==> src/rtl/add_pkg.sv <==
// Shared definitions for the adder chain: sum width, sum type and the
// accumulator FSM state encoding.
package add_pkg;

    localparam int SUM_W = 5;

    typedef logic [SUM_W-1:0] sum_t;

    typedef enum logic {ACC, HOLD} acc_state_e;

    // Accumulator width that cannot overflow for a batch of 'batch' sums.
    function automatic int acc_width(input int batch);
        return SUM_W + $clog2(batch);
    endfunction

endpackage

==> src/rtl/add_sum_acc_if.sv <==
// Valid/ready bus between the adder stage, the sum accumulator and the
// result consumer. master = producer/consumer side, slave = accumulator.
interface add_sum_acc_if #(
    parameter int BATCH = 4
) ();
    import add_pkg::*;

    localparam int ACC_W = acc_width(BATCH);

    logic             in_valid;
    logic             in_ready;
    sum_t             in_sum;
    logic             out_valid;
    logic             out_ready;
    logic [ACC_W-1:0] out_acc;
    sum_t             out_max;

    modport master (
        output in_valid, in_sum, out_ready,
        input  in_ready, out_valid, out_acc, out_max
    );

    modport slave (
        input  in_valid, in_sum, out_ready,
        output in_ready, out_valid, out_acc, out_max
    );

endinterface

==> src/rtl/add_sum_acc.sv <==
// Batch accumulator for adder sums: collects BATCH samples, then presents
// their total and maximum on a registered valid/ready output until taken.
module add_sum_acc
    import add_pkg::*;
#(
    parameter int BATCH = 4
) (
    input logic         clk,
    input logic         rst_n,
    input logic         clr,
    add_sum_acc_if.slave bus
);

    localparam int ACC_W = acc_width(BATCH);
    localparam int CNT_W = $clog2(BATCH);
    localparam logic [CNT_W-1:0] CNT_LAST = CNT_W'(BATCH - 1);

    acc_state_e       state;
    acc_state_e       state_nxt;
    logic             in_ready_c;

    logic [ACC_W-1:0] acc_r;
    logic [CNT_W-1:0] cnt_r;
    sum_t             max_r;

    logic             out_valid_r;
    logic [ACC_W-1:0] out_acc_r;
    sum_t             out_max_r;

    logic             accept;
    logic             last;
    logic             take;
    logic [ACC_W-1:0] acc_upd;
    sum_t             max_upd;

    function automatic sum_t max_sum(input sum_t a, input sum_t b);
        return (a > b) ? a : b;
    endfunction

    assign accept  = bus.in_valid && in_ready_c;
    assign last    = accept && (cnt_r == CNT_LAST);
    assign take    = out_valid_r && bus.out_ready;
    assign acc_upd = acc_r + ACC_W'(bus.in_sum);
    assign max_upd = max_sum(bus.in_sum, max_r);

    // FSM state register
    always_ff @(posedge clk or negedge rst_n) begin
        if (!rst_n) begin
            state <= ACC;
        end else begin
            state <= state_nxt;
        end
    end

    // FSM next state: clr wins over every handshake
    always_comb begin
        state_nxt = state;
        if (clr) begin
            state_nxt = ACC;
        end else begin
            unique case (state)
                ACC:  if (last) state_nxt = HOLD;
                HOLD: if (take) state_nxt = ACC;
                default: state_nxt = ACC;
            endcase
        end
    end

    // FSM outputs: in_ready decodes the state register only
    always_comb begin
        in_ready_c = 1'b0;
        unique case (state)
            ACC:     in_ready_c = 1'b1;
            HOLD:    in_ready_c = 1'b0;
            default: in_ready_c = 1'b0;
        endcase
    end

    // Batch accumulation and registered result; clr discards the cycle's transfers
    always_ff @(posedge clk or negedge rst_n) begin
        if (!rst_n) begin
            acc_r       <= '0;
            cnt_r       <= '0;
            max_r       <= '0;
            out_valid_r <= 1'b0;
            out_acc_r   <= '0;
            out_max_r   <= '0;
        end else if (clr) begin
            acc_r       <= '0;
            cnt_r       <= '0;
            max_r       <= '0;
            out_valid_r <= 1'b0;
            out_acc_r   <= '0;
            out_max_r   <= '0;
        end else begin
            if (take) begin
                out_valid_r <= 1'b0;
            end
            if (last) begin
                out_acc_r   <= acc_upd;
                out_max_r   <= max_upd;
                out_valid_r <= 1'b1;
                acc_r       <= '0;
                cnt_r       <= '0;
                max_r       <= '0;
            end else if (accept) begin
                acc_r <= acc_upd;
                cnt_r <= cnt_r + 1'b1;
                max_r <= max_upd;
            end
        end
    end

    assign bus.in_ready  = in_ready_c;
    assign bus.out_valid = out_valid_r;
    assign bus.out_acc   = out_acc_r;
    assign bus.out_max   = out_max_r;

endmodule

==> src/flat_wrapper.sv <==
// flat-port wrapper written by rule: the top's interface ports become plain ports
module add_sum_acc_flat import add_pkg::*;
#(
    parameter int BATCH = 4
)
  (clk, rst_n, clr, bus_in_valid, bus_in_sum, bus_out_ready, bus_in_ready, bus_out_valid, bus_out_acc, bus_out_max);
  add_sum_acc_if #(.BATCH(BATCH)) bus_i ();
  input logic clk;
  input logic rst_n;
  input logic clr;
  input wire logic [$bits(bus_i.in_valid)-1:0] bus_in_valid;
  input wire logic [$bits(bus_i.in_sum)-1:0] bus_in_sum;
  input wire logic [$bits(bus_i.out_ready)-1:0] bus_out_ready;
  output wire logic [$bits(bus_i.in_ready)-1:0] bus_in_ready;
  output wire logic [$bits(bus_i.out_valid)-1:0] bus_out_valid;
  output wire logic [$bits(bus_i.out_acc)-1:0] bus_out_acc;
  output wire logic [$bits(bus_i.out_max)-1:0] bus_out_max;
  assign bus_i.in_valid = bus_in_valid;
  assign bus_i.in_sum = bus_in_sum;
  assign bus_i.out_ready = bus_out_ready;
  assign bus_in_ready = bus_i.in_ready;
  assign bus_out_valid = bus_i.out_valid;
  assign bus_out_acc = bus_i.out_acc;
  assign bus_out_max = bus_i.out_max;
  add_sum_acc #(.BATCH(BATCH)) u_core (.clk(clk), .rst_n(rst_n), .clr(clr), .bus(bus_i));
endmodule
==> config.mk <==
export PLATFORM = sky130hd
export DESIGN_NAME = add_sum_acc_flat
export DESIGN_NICKNAME = d
export VERILOG_FILES = /design/src/rtl/add_pkg.sv /design/src/rtl/add_sum_acc_if.sv /design/src/rtl/add_sum_acc.sv /design/src/flat_wrapper.sv
export SDC_FILE = /design/constraint.sdc
export NUM_CORES = 1
export LEC_CHECK = 0
export CAP_MARGIN = 25
export CORE_MARGIN = 5
export CORE_UTILIZATION = 32
export CTS_CLUSTER_SIZE = 16
export DETAILED_ROUTE_END_ITERATION = 6
export SETUP_SLACK_MARGIN = 0.3
export SYNTH_ARGS = -nofsm -noshare
export SYNTH_HDL_FRONTEND = slang
export SYNTH_SLANG_ARGS = --single-unit
==> constraint.sdc <==
create_clock -name clk -period 3.5 [get_ports clk]
set_input_delay 0.35 -clock clk [delete_from_list [all_inputs] [get_ports clk]]
set_output_delay 0.35 -clock clk [all_outputs]
set_load 0.005 [all_outputs]
; ---- Yosys cells after proc, flatten, opt, wreduce, memory -nomap -nowiden
; Index checks and enable logic that the tools add are counted.
[word_totals]
inputBits = 10
wordCells = 40
out_inout_bits = 14
regBits = 28
[classes]
n_lt_le_gt_ge = 1
reduce_logical = 6
bitwise = 1
muxes = 22
eq_ne = 1
addsub = 2
[op_table]
columns = operator, count
row1 = $mux W7, 5
row2 = $mux W5, 6
row3 = $add A7 B5 Y7, 1
row4 = $mux W1, 6
row5 = $mux W2, 3
row6 = $reduce_bool A3 Y1, 2
row7 = $gt A5 B5 Y1, 1
row8 = $pmux W1 S2, 2
row9 = $logic_and A1 B1 Y1, 3
row10 = $add A2 B1 Y2 const B, 1
row11 = $eq A2 B2 Y1 const B, 1
row12 = $reduce_bool A2 Y1, 1
row13 = $not A1 Y1, 1

; ---- Longest topological paths before layout
; Gate-level depths: netlist of run 1.
[logic_depth]
ltp_word = 7
ltp_mapped = 8
depth_no_buf = 8

; ---- Least setup slack after synthesis of run 1
; Ideal clock, no wire load.
[synth_path]
path_type = register -> register
start = reg u_core.max_r[2]
end = reg u_core.out_max_r[0], in the netlist u_core.bus.out_max[0]
stages_incl_launch_ff = 8
setup_ns = 0.118
t_arrival_ns = 1.667
path_slack_ns = 1.715
path_buffers = 0
period_less_slack_ns = 1.785
t_required_ns = 3.382
path_cell_list = dfrtp_1 -> inv_1 -> ha_1 -> a211o_1 -> a221oi_4 -> nor3_2 -> a22o_1 -> a21o_1
[synth_via]
elab_chain_cells = 4
[synth_lines]
columns = element, line_no
row1 = "start, declared", add_sum_acc.sv:24  ; sum_t max_r;
row2 = "start signal, assigned", add_sum_acc.sv:109  ; max_r <= max_upd;
row3 = $gt A5 B5 Y1, add_sum_acc.sv:37  ; return (a > b) ? a : b;
row4 = $mux W5, add_sum_acc.sv:37
row5 = $mux W5, add_sum_acc.sv:99  ; if (last) begin
row6 = $mux W5, add_sum_acc.sv:88  ; end else if (clr) begin
row7 = "end signal, assigned", add_sum_acc.sv:101  ; out_max_r <= max_upd;
row8 = "end, declared", add_sum_acc.sv:28  ; sum_t out_max_r;
; Every way passes these cells. The select of a mux whose other input is x is not followed.
; A chain may end at the register's enable or synchronous reset.

; ---- Worst setup path in the final report of run 1
[layout_path]
start = in bus_in_sum[2]
end = reg u_core.out_max_r[3], in the netlist u_core.bus.out_max[3]
[layout_via]
elab_chain_cells = 4
[layout_lines]
columns = element, line_no
row1 = "start, declared", flat_wrapper.sv:12  ; input wire logic [$bits(bus_i.in_sum)-1:0] bus_in_sum;
row2 = $gt A5 B5 Y1, add_sum_acc.sv:37
row3 = $mux W5, add_sum_acc.sv:37
row4 = $mux W5, add_sum_acc.sv:99
row5 = $mux W5, add_sum_acc.sv:88
; Every way passes these cells. The select of a mux whose other input is x is not followed.

==> run summary, run 1 <==
status - finished clean
Internal Power - 0.4778 mW
Initial Util - 0.3243
grt total ovfl - 0
initial antenna violation count - 0
Worst path top cell family by delay - compound AO/OA/AOI/OAI gates
clk root buf - clkbuf_8
clk sinks - 28
dpl hpwl - 2586 microns
Worst VDD drop - 0.1488 mV
DR WL/cell - 15.42 microns
first-pass GRT wire length - 5809 microns
end-of-flow core utilization - 0.3976
Max stage delay on crit path - 500 ps
Worst slew margin - 0.4891
CTS Hold Buffers Added - 0
final wirelength - 3408 microns
io pins - 24
Clock Skew - 1.822 ps
dpl ws - 1066 ps
latest clock arrival within the worst-skew pair - 270 ps
total power - 0.6604 mW
clock buffer depth - 2
Die Width - 78.50 microns
Post-synth EDFFs - 0
RSZ-0062 raised after global routing - no
FF+latch count, synth - 28
final hold violations - 0
max_cap viols - 0
Final ANT Viol Nets - 0
critical path class - primary input to flip-flop
max-slew violations - 0
Resized cells post-CTS - 0
Seq/Total Area, Yosys - 0.4667
Final Setup Violations - 0
DIE AREA - 0.006162 sq mm
DP Area - 0.001792 sq mm
post-synthesis cell count - 142
Max Freq - 0.4653 GHz
vias in the first global route - 1,194
Worst path slowest cell - clkdlybuf4s50_1
Crit. End Element - flip-flop
Layout Cells excl Fill - 221
Initial DRC Count - 54
Net Count, Synth - 164
YS warnings - 0
CTS tree - built
Least-Margin Pin Slew - 760.5 ps
Avg Cell Area, Syn - 10.57 sq um
Switch Pwr - 0.1826 mW
part of the power in combinational logic - 0.208
row count - 25
Die Span Y - 78.50 microns
design area - 0.001841 sq mm
P_leak - 0.8681 nW
Core Region - 0.004629 sq mm
CTS H-tree depth - 1
share of cells above drive strength 1 - 0.05389
routability congestion estimate - 0.8013
final worst setup slack - 1351 ps
port bufs - 23
Crit path required time - 3670 ps
Tcrit/Tclk final - 0.6140
Setup TNS Final - 0 ps
pin count of the biggest net entering global routing - 29
clock power share - 0.259
drt pass-1 iters - 4
Final min period - 2149 ps
Synth cell types - 31
GRT Util Overall - 0.1191
Power Dens Cells - 358.8 mW/mm^2
startpoint types - primary input
Arrival @ worst endpoint - 2310 ps
DP Cell Count - 217
Synth async-reset ratio - 1.000
crit-path max FO - 5
Net Sw Frac - 0.2765
average vias per placed instance - 5.317
Residual DRC - 0
worst hold slack - 454.7 ps
Antenna Cells - 0
worst path bufs/invs - 1
post-CTS setup buffer count - 0
fin nets - 191
CTS Buf Count - 3
clock slew at reported path FFs - 90 ps
via count - 1,175
synthesized area - 0.001501 sq mm
Seq pwr share - 0.533
Area growth, synth to finish - 22.58%
HP Class - primary input to asynchronous set/reset pin
top_reg_cell synth - dfrtp_1
Cell Chain, Critical Path - clkdlybuf4s50_1 > ha_1 > a211o_1 > a221oi_4 > nor3_2 > a22o_1 > a21o_1
[cells in the mapped netlist, types with 2 or more instances]
master	instances	share of area
dfrtp_1	28	0.47
a22o_1	17	0.099
nand2_1	15	0.037
inv_1	12	0.030
ha_1	11	0.092
a21oi_1	8	0.027
o21ai_0	8	0.027
a21o_1	6	0.030
nor2_1	6	0.015
buf_2	3	0.010
xnor2_1	3	0.018
and2_1	2	0.0083
nand3_1	2	0.0067
nor3_1	2	0.0067
o21a_1	2	0.010
xor2_1	2	0.012
[path summary, 6_finish.rpt]
kind / startpoint / to / slack, ps / depth (start not counted)
max reg2reg: u_core.max_r[2]$_DFFE_PN0P_ / u_core.bus.out_max[3]$_DFFE_PN0P_ / 1560 / 7
min in group clk: u_core.acc_r[6]$_DFFE_PN0P_ / u_core.acc_r[6]$_DFFE_PN0P_ / 500 / 1
max: bus_in_sum[2] / u_core.bus.out_max[3]$_DFFE_PN0P_ / 1350 / 7
min: rst_n / u_core.bus.out_acc[1]$_DFFE_PN0P_ / 450 / 2
max in group asynchronous: rst_n / u_core.max_r[3]$_DFFE_PN0P_ / 2770 / 2
min reg2reg: u_core.acc_r[6]$_DFFE_PN0P_ / u_core.acc_r[6]$_DFFE_PN0P_ / 500 / 1
[routing by layer]
metal	track usage	vias to the layer above	share of wire
met2	0.2003	29	0.49
met4	0.04720	0	0.018
met3	0.02867	6	0.044
met5	0	-	0
met1	0.1459	578	0.44
li1	-	562	-
[cells by family (layout without fill, tap and decap cells)]
group,Yosys count,count (layout),share of synthesized area
and+or+nand+nor,33,33,0.1067
adders and majority gates,12,12,0.1050
DFF,28,28,0.4667
buffers and inverters,15,40,0.03999
AOI/OAI and AO/OA,48,48,0.2458
muxes,1,1,0.006667
xor gates and xnor gates,5,5,0.02917
[power by group through the flow]
stage	clock, mW	sequential [mW]	combinational [mW]
2_1_floorplan	0	0.354	0.0939
3_3_place_gp	0	0.358	0.135
3_5_place_dp	0	0.358	0.137
4_1_cts	0.176	0.352	0.138
5_1_grt	0.193	0.354	0.156
6_report	0.171	0.352	0.137
[worst register-to-register path: stages, from the launching register on]
cell,delay (ps)
dfrtp_1,390
inv_1,50
ha_1,280
a211o_1,330
a221oi_4,300
nor3_2,140
a22o_1,200
a21o_1,150
[area by class of cell]
cell class,instances,area (sq um)
fill,454,2789
multi-input combinational,99,740.7
sequential,28,700.7
timing repair buffer,25,245.2
tap,54,67.56
inverter,12,45.04
clock buffer,3,41.29
[sequential cells by signal, summed over array words and instances, names as in the netlist]
register              count
u_core.max_r              5
u_core.acc_r              7
u_core.bus.out_valid      1
u_core.cnt_r              2
u_core.bus.out_max        5
u_core.bus.out_acc        7
u_core.state              1
[placed cells by master, fill, tap and decap left out, drive strengths merged, types with 2 or more instances in the layout]
master / Yosys / routed
dfrtp: 28 / 28
clkdlybuf4s50: 0 / 23
a22o: 17 / 17
nand2: 15 / 15
inv: 12 / 12
ha: 11 / 11
a21oi: 8 / 8
o21ai: 8 / 8
nor2: 6 / 6
a21o: 6 / 6
xnor2: 3 / 3
clkbuf: 0 / 3
nor3: 3 / 3
and2: 2 / 2
o21a: 2 / 2
nand3: 2 / 2
xor2: 2 / 2
buf: 3 / 2
Note: power is estimated with default switching activity, not from simulation.
==> run 2, diff against run 1 <==
==> constraint.sdc (replaced) <==
create_clock -name clk -period 2.1 [get_ports clk]
set_input_delay 0.21 -clock clk [delete_from_list [all_inputs] [get_ports clk]]
set_output_delay 0.21 -clock clk [all_outputs]
set_load 0.005 [all_outputs]
==> run summary, run 2 (same netlist as run 1, synthesis figures left out) <==
status - finished clean
Residual DRC - 0
final wirelength - 3609 microns
port bufs - 23
via count - 1,209
drt pass-1 iters - 4
final worst setup slack - 221.6 ps
clk sinks - 28
dpl hpwl - 2731 microns
HP Class - primary input to asynchronous set/reset pin
Clock Skew - 5.550 ps
Final ANT Viol Nets - 0
RSZ-0062 raised after global routing - yes
Initial Util - 0.3243
worst hold slack - 314.0 ps
clk root buf - clkbuf_8
Cell Chain, Critical Path - clkdlybuf4s50_1 > ha_4 > and4_4 > a221oi_4 > nor3_4 > a22o_1 > a21o_1
CTS tree - built
dpl ws - -148.1 ps
Die Width - 78.50 microns
Initial DRC Count - 32
Worst slew margin - 0.6027
average vias per placed instance - 5.080
capture point of the worst reg-to-reg path - u_core.bus.out_max[0]$_DFFE_PN0P_
routability congestion estimate - 0.8321
grt total ovfl - 0
end-of-flow core utilization - 0.4489
first-pass GRT wire length - 5975 microns
CTS H-tree depth - 1
io pins - 24
row count - 25
DIE AREA - 0.006162 sq mm
vias in the first global route - 1,288
share of cells above drive strength 1 - 0.2228
GRT Util Overall - 0.1210
P_leak - 0.9863 nW
Core Region - 0.004629 sq mm
clock slew at reported path FFs - 100 ps
CTS Buf Count - 3
pin count of the biggest net entering global routing - 29
max_cap viols - 0
Area growth, synth to finish - 38.42%
latest clock arrival within the worst-skew pair - 270 ps
fin nets - 207
DR WL/cell - 15.16 microns
startpoint types - primary input
Die Span Y - 78.50 microns
most common cell after layout, fill and taps aside - dfrtp_1
initial antenna violation count - 0
Least-Margin Pin Slew - 593.7 ps
Worst path slowest cell - clkdlybuf4s50_1
Worst VDD drop - 0.3917 mV
Crit. End Element - flip-flop
most frequent cells in the layout - dfrtp_1, clkdlybuf4s50_1, buf_4
Reg2Reg Depth - 7
Max Freq - 0.5324 GHz
Antenna Cells - 0
Final min period - 1878 ps
final hold violations - 0
Worst path top cell family by delay - compound AO/OA/AOI/OAI gates
worst path bufs/invs - 1
worst reg2reg path startpoint - u_core.max_r[2]$_DFFE_PN0P_
critical path class - primary input to flip-flop
max-slew violations - 0
Final Setup Violations - 0
Power Dens Cells - 623.1 mW/mm^2
Max stage delay on crit path - 560 ps
Arrival @ worst endpoint - 2050 ps
Crit path required time - 2270 ps
R2R setup slack - 250 ps
Tcrit/Tclk final - 0.8945
clock buffer depth - 2
crit-path max FO - 5
[run 2: cell count changes in the layout (fill, tap and decap cells not counted), sizes merged]
| cell | change |
|---|---|
| buf | +16 |
| dlymetal6s2s | +1 |
| bufinv | +1 |
| dlygate4sd2 | +2 |
| clkdlybuf4s50 | -3 |
[run 2: cell type report]
class	instances	area [sq um]
repair buffers	41	365.4
clock buffers	3	41.29
inverters	12	45.04
fillers	434	2551
clock inverters	1	30.03
multi-input cells	99	828.3
well taps	54	67.56
flip-flops and latches	28	700.7
[run 2: worst max-delay path by stage]
stage,start,end,cells after the start
after detailed placement,bus_in_sum[1],u_core.bus.out_max[3]$_DFFE_PN0P_,7
after global routing,u_core.max_r[1]$_DFFE_PN0P_,u_core.bus.out_max[3]$_DFFE_PN0P_,7
after CTS,u_core.max_r[2]$_DFFE_PN0P_,u_core.max_r[3]$_DFFE_PN0P_,7
after floorplan,u_core.max_r[2]$_DFFE_PN0P_,u_core.bus.out_max[0]$_DFFE_PN0P_,7
after global placement,bus_in_sum[1],u_core.bus.out_max[4]$_DFFE_PN0P_,7
final,bus_in_sum[3],u_core.bus.out_max[0]$_DFFE_PN0P_,7
[run 2: worst register-to-register path, delay by kind of cell (launching register included)]
family | cells | cell delay (ps)
AOI/OAI and AO/OA | 4 | 980
DFF | 1 | 400
adders and majority gates | 1 | 190
and+or+nand+nor | 1 | 110
buffers and inverters | 1 | 70
[run 2: where the power goes]
group,internal (mW),switching [mW],leakage (nW)
clock network,0.255,0.163,0.0357
registers,0.565,0.0216,0.384
logic,0.144,0.146,0.566
total,0.964,0.331,0.986
[run 2: metrics by stage]
stage               power [mW]  TNS [ps]  instance area, sq um  cells
CTS                      1.280         0                  1982    234
finish                   1.295         0                  2078    238
global route             1.362         0                  2078    238
global placement        0.8380    -990.8                  1882    229
floorplan               0.7470         0                  1501    142
detailed placement      0.8428     -1427                  1882    229
[run 2: layer usage]
layer	up-vias	track usage	part of all wire
li1	594	-	-
met1	598	0.1421	0.44
met2	15	0.2190	0.53
met3	2	0.02064	0.024
met4	0	0.04371	0.0083
met5	-	0	0
[run 2: what timing repair did]
| item | in CTS | in global routing |
|---|---|---|
| gates resized for setup | 7 | 12 |
| setup endpoints to repair | 16 | 16 |
| pin swaps | 10 | 11 |
| setup buffers | 1 | 4 |
| hold buffers | 0 | 0 |
| endpoints found under the hold margin | 0 | 0 |
==> patch 1: new RTL, settings of run 1 <==
`BATCH` is set to 4 in 3 places; all go to 8.
--- a/src/rtl/add_sum_acc_if.sv
+++ b/src/rtl/add_sum_acc_if.sv
@@ -3,3 +3,3 @@
 interface add_sum_acc_if #(
-    parameter int BATCH = 4
+    parameter int BATCH = 8
 ) ();
--- a/src/rtl/add_sum_acc.sv
+++ b/src/rtl/add_sum_acc.sv
@@ -5,3 +5,3 @@
 #(
-    parameter int BATCH = 4
+    parameter int BATCH = 8
 ) (
--- a/src/flat_wrapper.sv
+++ b/src/flat_wrapper.sv
@@ -3,3 +3,3 @@
 #(
-    parameter int BATCH = 4
+    parameter int BATCH = 8
 )
Interface: changed (resized bus_out_acc); port bits go from 24 to 25. No check against the original RTL was run, so the function may have changed too.
==> patch 1 against run 1 <==
  * Design area increased by 13%
  * Power increased by 22%
  * Sequential cell count increased by 3
  * Register-to-register slack got worse by 200 ps
  * Synthesized area increased by 10%
  * Sequential power increased by 9.1%
  * Worst setup slack improved by 11 ps
  * Clock skew increased by 0.53 ps
  * Wire length increased by 9.6%
  * Largest power group unchanged
==> patch 1: results <==
set metrics [dict create \
    start_kind "flop" \
    antenna_found_initial 0 \
    relSlewSlack_pct 32.7 \
    drt_iter0_drc 94 \
    root_buffer "clkbuf_8" \
    met3_length_um 145 \
    via_count 1249 \
    yosysTopAreaCell "dfrtp_1" \
    gp_routability_congestion 0.839 \
    p_leak_uw 0.000966 \
    peakVddDrop_mv 0.128 \
    grt_first_pass_wirelength_mm 6.32 \
    ys_top_cells_by_count "dfrtp_1, a22o_1, nand2_1, ha_1, inv_1" \
    fin_worst_skew_ps 2.35 \
    ys.warnings.count 0 \
    synth_nets 177 \
    ys_seq_area_share_pct 46.8 \
    grt_max_degree 32 \
    synthMuxAreaShare_pct 0 \
    cts_setup_buffers 0 \
    path_delay_family "simple AND/OR/NAND/NOR gates" \
    use_met3_pct 3.40 \
    portBuffers 24 \
    routed-wl-met2_mm 1.74 \
    antennaDiodeCount 0 \
    hpwlAfterDp_mm 2.75 \
    met1_length_mm 1.79 \
    drtPass1Iterations 4 \
    met2_usage_pct 20.0 \
    cts.repair.resized 0 \
    synth_compound_area_share_pct 25.8 \
    worstSkewPairLatency_ps 280 \
    grtUsageTotal_pct 12.6 \
    cts_inserted_buffers 5 \
    synth_xor_area_share_pct 2.64 \
    synth_area_leaders "dfrtp_1, a22o_1, ha_1, nand2_1, a21o_1" \
    nets 207 \
    cts.path.max_buffers 2 \
    synthDistinctLibCells 38 \
    crit_path_max_incr_delay_ps 830 \
    grt_pass1_vias 1283 \
    synthMostInstantiatedCell "dfrtp_1" \
    wirelength_mm 3.73 \
    cts-htree-levels 2 \
    drive_above_1_share_pct 8.15 \
    switching_share_pct 27.4 \
    slowest_stage "nor3_1" \
    synthAdderAreaFrac_pct 10.3 \
    crit_fanout 8 \
    synth_top_area_share_pct 46.8 \
    hold_class "primary input to asynchronous set/reset pin" \
    met1_usage_pct 16.3 \
    outcome "complete, no violations" \
    asyncSetResetFlopFracSynth_pct 100 \
    highest_layer "met4" \
    clkTransAtPathRegs_ps 60 \
    cp_data_arrival_time_ps 2350 \
]
-- patch 1: cell count changes after synthesis, sizes merged, moves of 2 or more --
cell and delta:
a22o +3, dfrtp +3, a21oi -2, a31oi +2
nand3 +2
-- patch 1: power groups by stage --
stage / registers, uW / logic (uW) / clock network (uW)
after global placement: 391 / 135 / 0
after floorplan: 387 / 94.8 / 0
after global routing: 386 / 154 / 312
after detailed placement: 390 / 136 / 0
final: 384 / 135 / 286
after CTS: 384 / 137 / 295
-- patch 1: layout make-up --
class	count	area, um2
Multi-Input combinational cell	108	821
Clock buffer	6	82.6
Timing Repair Buffer	26	255
Clock inverter	1	5.00
Fill cell	527	3000
Tap cell	70	87.6
Inverter	12	45.0
Sequential cell	31	776
-- patch 1: worst register-to-register path: stages, from the launching register on --
cell      delay [ps]
dfrtp_1          400
ha_1             220
ha_1             240
nor3_1           830
o211ai_1         200
nand3_1          160
-- patch 1: final timing paths --
check / slack, ps / cells past startpoint / endpoint / from
min reg2reg: 480 / 2 / u_core.bus.out_acc[5] / u_core.bus.out_acc[5]
min: 470 / 2 / u_core.cnt_r[0] / rst_n
max in group asynchronous: 2750 / 2 / u_core.acc_r[1] / rst_n
max reg2reg: 1360 / 5 / u_core.acc_r[7] / u_core.cnt_r[0]
max: 1360 / 5 / u_core.acc_r[7] / u_core.cnt_r[0]
min in group clk: 480 / 2 / u_core.bus.out_acc[5] / u_core.bus.out_acc[5]
-- patch 1: through the flow --
step | cell area, um2 | worst slack, ps | instances
detailed placement | 1980 | 1040 | 247
floorplan | 1660 | 1750 | 154
global route | 2070 | 1130 | 254
CTS | 2070 | 1330 | 254
finish | 2070 | 1360 | 254
global placement | 1980 | 1070 | 247
==> patch 2: new RTL, flow settings as in run 1 <==
Made on the original files. Make the reset (`rst_n`) synchronous in 2 clocked blocks.
--- a/src/rtl/add_sum_acc.sv
+++ b/src/rtl/add_sum_acc.sv
@@ -46,3 +46,3 @@
     // FSM state register
-    always_ff @(posedge clk or negedge rst_n) begin
+    always_ff @(posedge clk) begin
         if (!rst_n) begin
@@ -79,3 +79,3 @@
     // Batch accumulation and registered result; clr discards the cycle's transfers
-    always_ff @(posedge clk or negedge rst_n) begin
+    always_ff @(posedge clk) begin
         if (!rst_n) begin
Check against the original RTL: not equivalent (Yosys sat finds a counterexample within 10 cycles, from zero or initial values and one cycle with rst_n low; the reset may be asserted at any time).
==> patch 2 against run 1 <==
  * Clock power grew 50%
  * Power grew 2.2%
  * Wire length shrank 10%
  * Core utilization grew 1.6 points
  * Worst setup slack lost 38 ps
  * Sequential share of layout area shrank 7.1 points
  * Largest power group unchanged
  * Sequential cell count is the same
  * Synthesized area shrank 2.5%
  * Design area shrank 1.6%
  * Global-route usage shrank 1.2 points
  * Largest cell class unchanged
==> patch 2: results <==
set metrics [dict create \
    grtUsageTotal_pct 10.7 \
    clkTransAtPathRegs_ps 100 \
    rrSetupSlack_ps 1640 \
    critPathKind "primary input to flop" \
    timing.rr.end "u_core.acc_r[6]" \
    hold_class "flop to flop" \
    rr_worst_depth 8 \
    nets 214 \
    drt-vias-per-instance 4.81 \
    path_delay_family "buffers and inverters" \
    peakVddDrop_mv 0.232 \
    cp-startpoint "bus_in_sum[0]" \
    antennaDiodeCount 0 \
    relSlewSlack_pct 59.4 \
    cp_data_arrival_time_ps 2340 \
    synth_area_leaders "dfxtp_1, ha_1, mux2i_1, a21oi_1, nand2_1" \
    ys.warnings.count 0 \
    cts_setup_buffers 0 \
    via_count 1170 \
    portBuffers 23 \
    drt_iter0_drc 65 \
    ys_top_cells_by_count "dfxtp_1, nand2_1, a21oi_1, nor2_1" \
    drive_above_1_share_pct 5.76 \
    root_buffer "clkbuf_8" \
    cts-htree-levels 1 \
    crit_path_max_incr_delay_ps 560 \
    cts.path.max_buffers 2 \
    avgSynthCellArea_um2 8.71 \
    antenna_found_initial 0 \
    p_leak_uw 0.000713 \
    slowest_stage "clkdlybuf4s50_1" \
    dp.cells 239 \
    fin_worst_skew_ps 9.57 \
    outcome "complete, no violations" \
    cts_inserted_buffers 3 \
    drtPass1Iterations 4 \
    gp_routability_congestion 0.829 \
    grt_pass1_vias 1121 \
    post_drt_wl_per_cell_um 12.6 \
    crit_fanout 4 \
    min-delay-start "u_core.bus.out_acc[3]" \
    synth_nets 190 \
    r2r_start "u_core.acc_r[0]" \
    hpwlAfterDp_mm 2.34 \
    synthDistinctLibCells 33 \
    cts.repair.resized 0 \
    worstSkewPairLatency_ps 280 \
    grt_max_degree 20 \
    asyncSetResetFlopFracSynth_pct 0 \
    grt_first_pass_wirelength_mm 5.30 \
    ys_seq_area_share_pct 38.3 \
]
-- patch 2: tightest hold or removal path, stage by stage (launching register included) --
cell	delay, ps
dfxtp_1	320
nand2_1	50
a21oi_1	50
-- patch 2: logic make-up after synthesis --
kind of cell	share of synthesized area, %
multiplexers	6.84
XOR/XNOR	3.59
flip-flops	38.3
AO/OA/AOI/OAI	16.9
buffers and inverters	5.13
adder cells (fa/ha/maj)	10.8
AND/OR/NAND/NOR	18.5
-- patch 2: metal layers --
layer	wire, um	track usage [%]
met4	42	3.09
met2	1470	18.4
met1	1420	13.2
met3	126	2.66
met5	0	0
-- patch 2: worst min path at each step --
stage	end	slack (ps)	cells after the start
finish	u_core.bus.out_acc[3]	460	2
floorplan	u_core.acc_r[0]	440	2
detailed placement	u_core.bus.out_acc[3]	450	2
global route	u_core.bus.out_acc[0]	480	2
global placement	u_core.bus.out_acc[0]	450	2
CTS	u_core.bus.out_acc[3]	460	2
-- patch 2: layout make-up --
type / instances / area (um2)
Clock buffer: 3 / 41.3
Inverter: 11 / 41.3
Fill cell: 440 / 2570
Clock inverter: 1 / 30.0
Sequential cell: 28 / 561
Multi-Input combinational cell: 123 / 828
Timing Repair Buffer: 25 / 245
Tap cell: 52 / 65.1
-- patch 2: metrics by stage --
| stage | area, um2 | hold slack [ps] | total power (uW) | setup slack [ps] |
|---|---|---|---|---|
| final | 1810 | 462 | 675 | 1310 |
| after global routing | 1810 | 480 | 711 | 1170 |
| after CTS | 1810 | 464 | 685 | 1310 |
| after detailed placement | 1740 | 448 | 426 | 1030 |
| after global placement | 1740 | 446 | 427 | 1060 |
| after floorplan | 1460 | 440 | 399 | 1830 |
-- patch 2: report_power, final --
| part | switching [uW] | internal, uW |
|---|---|---|
| combinational | 48.8 | 42.0 |
| clock | 103 | 153 |
| sequential | 4.00 | 324 |
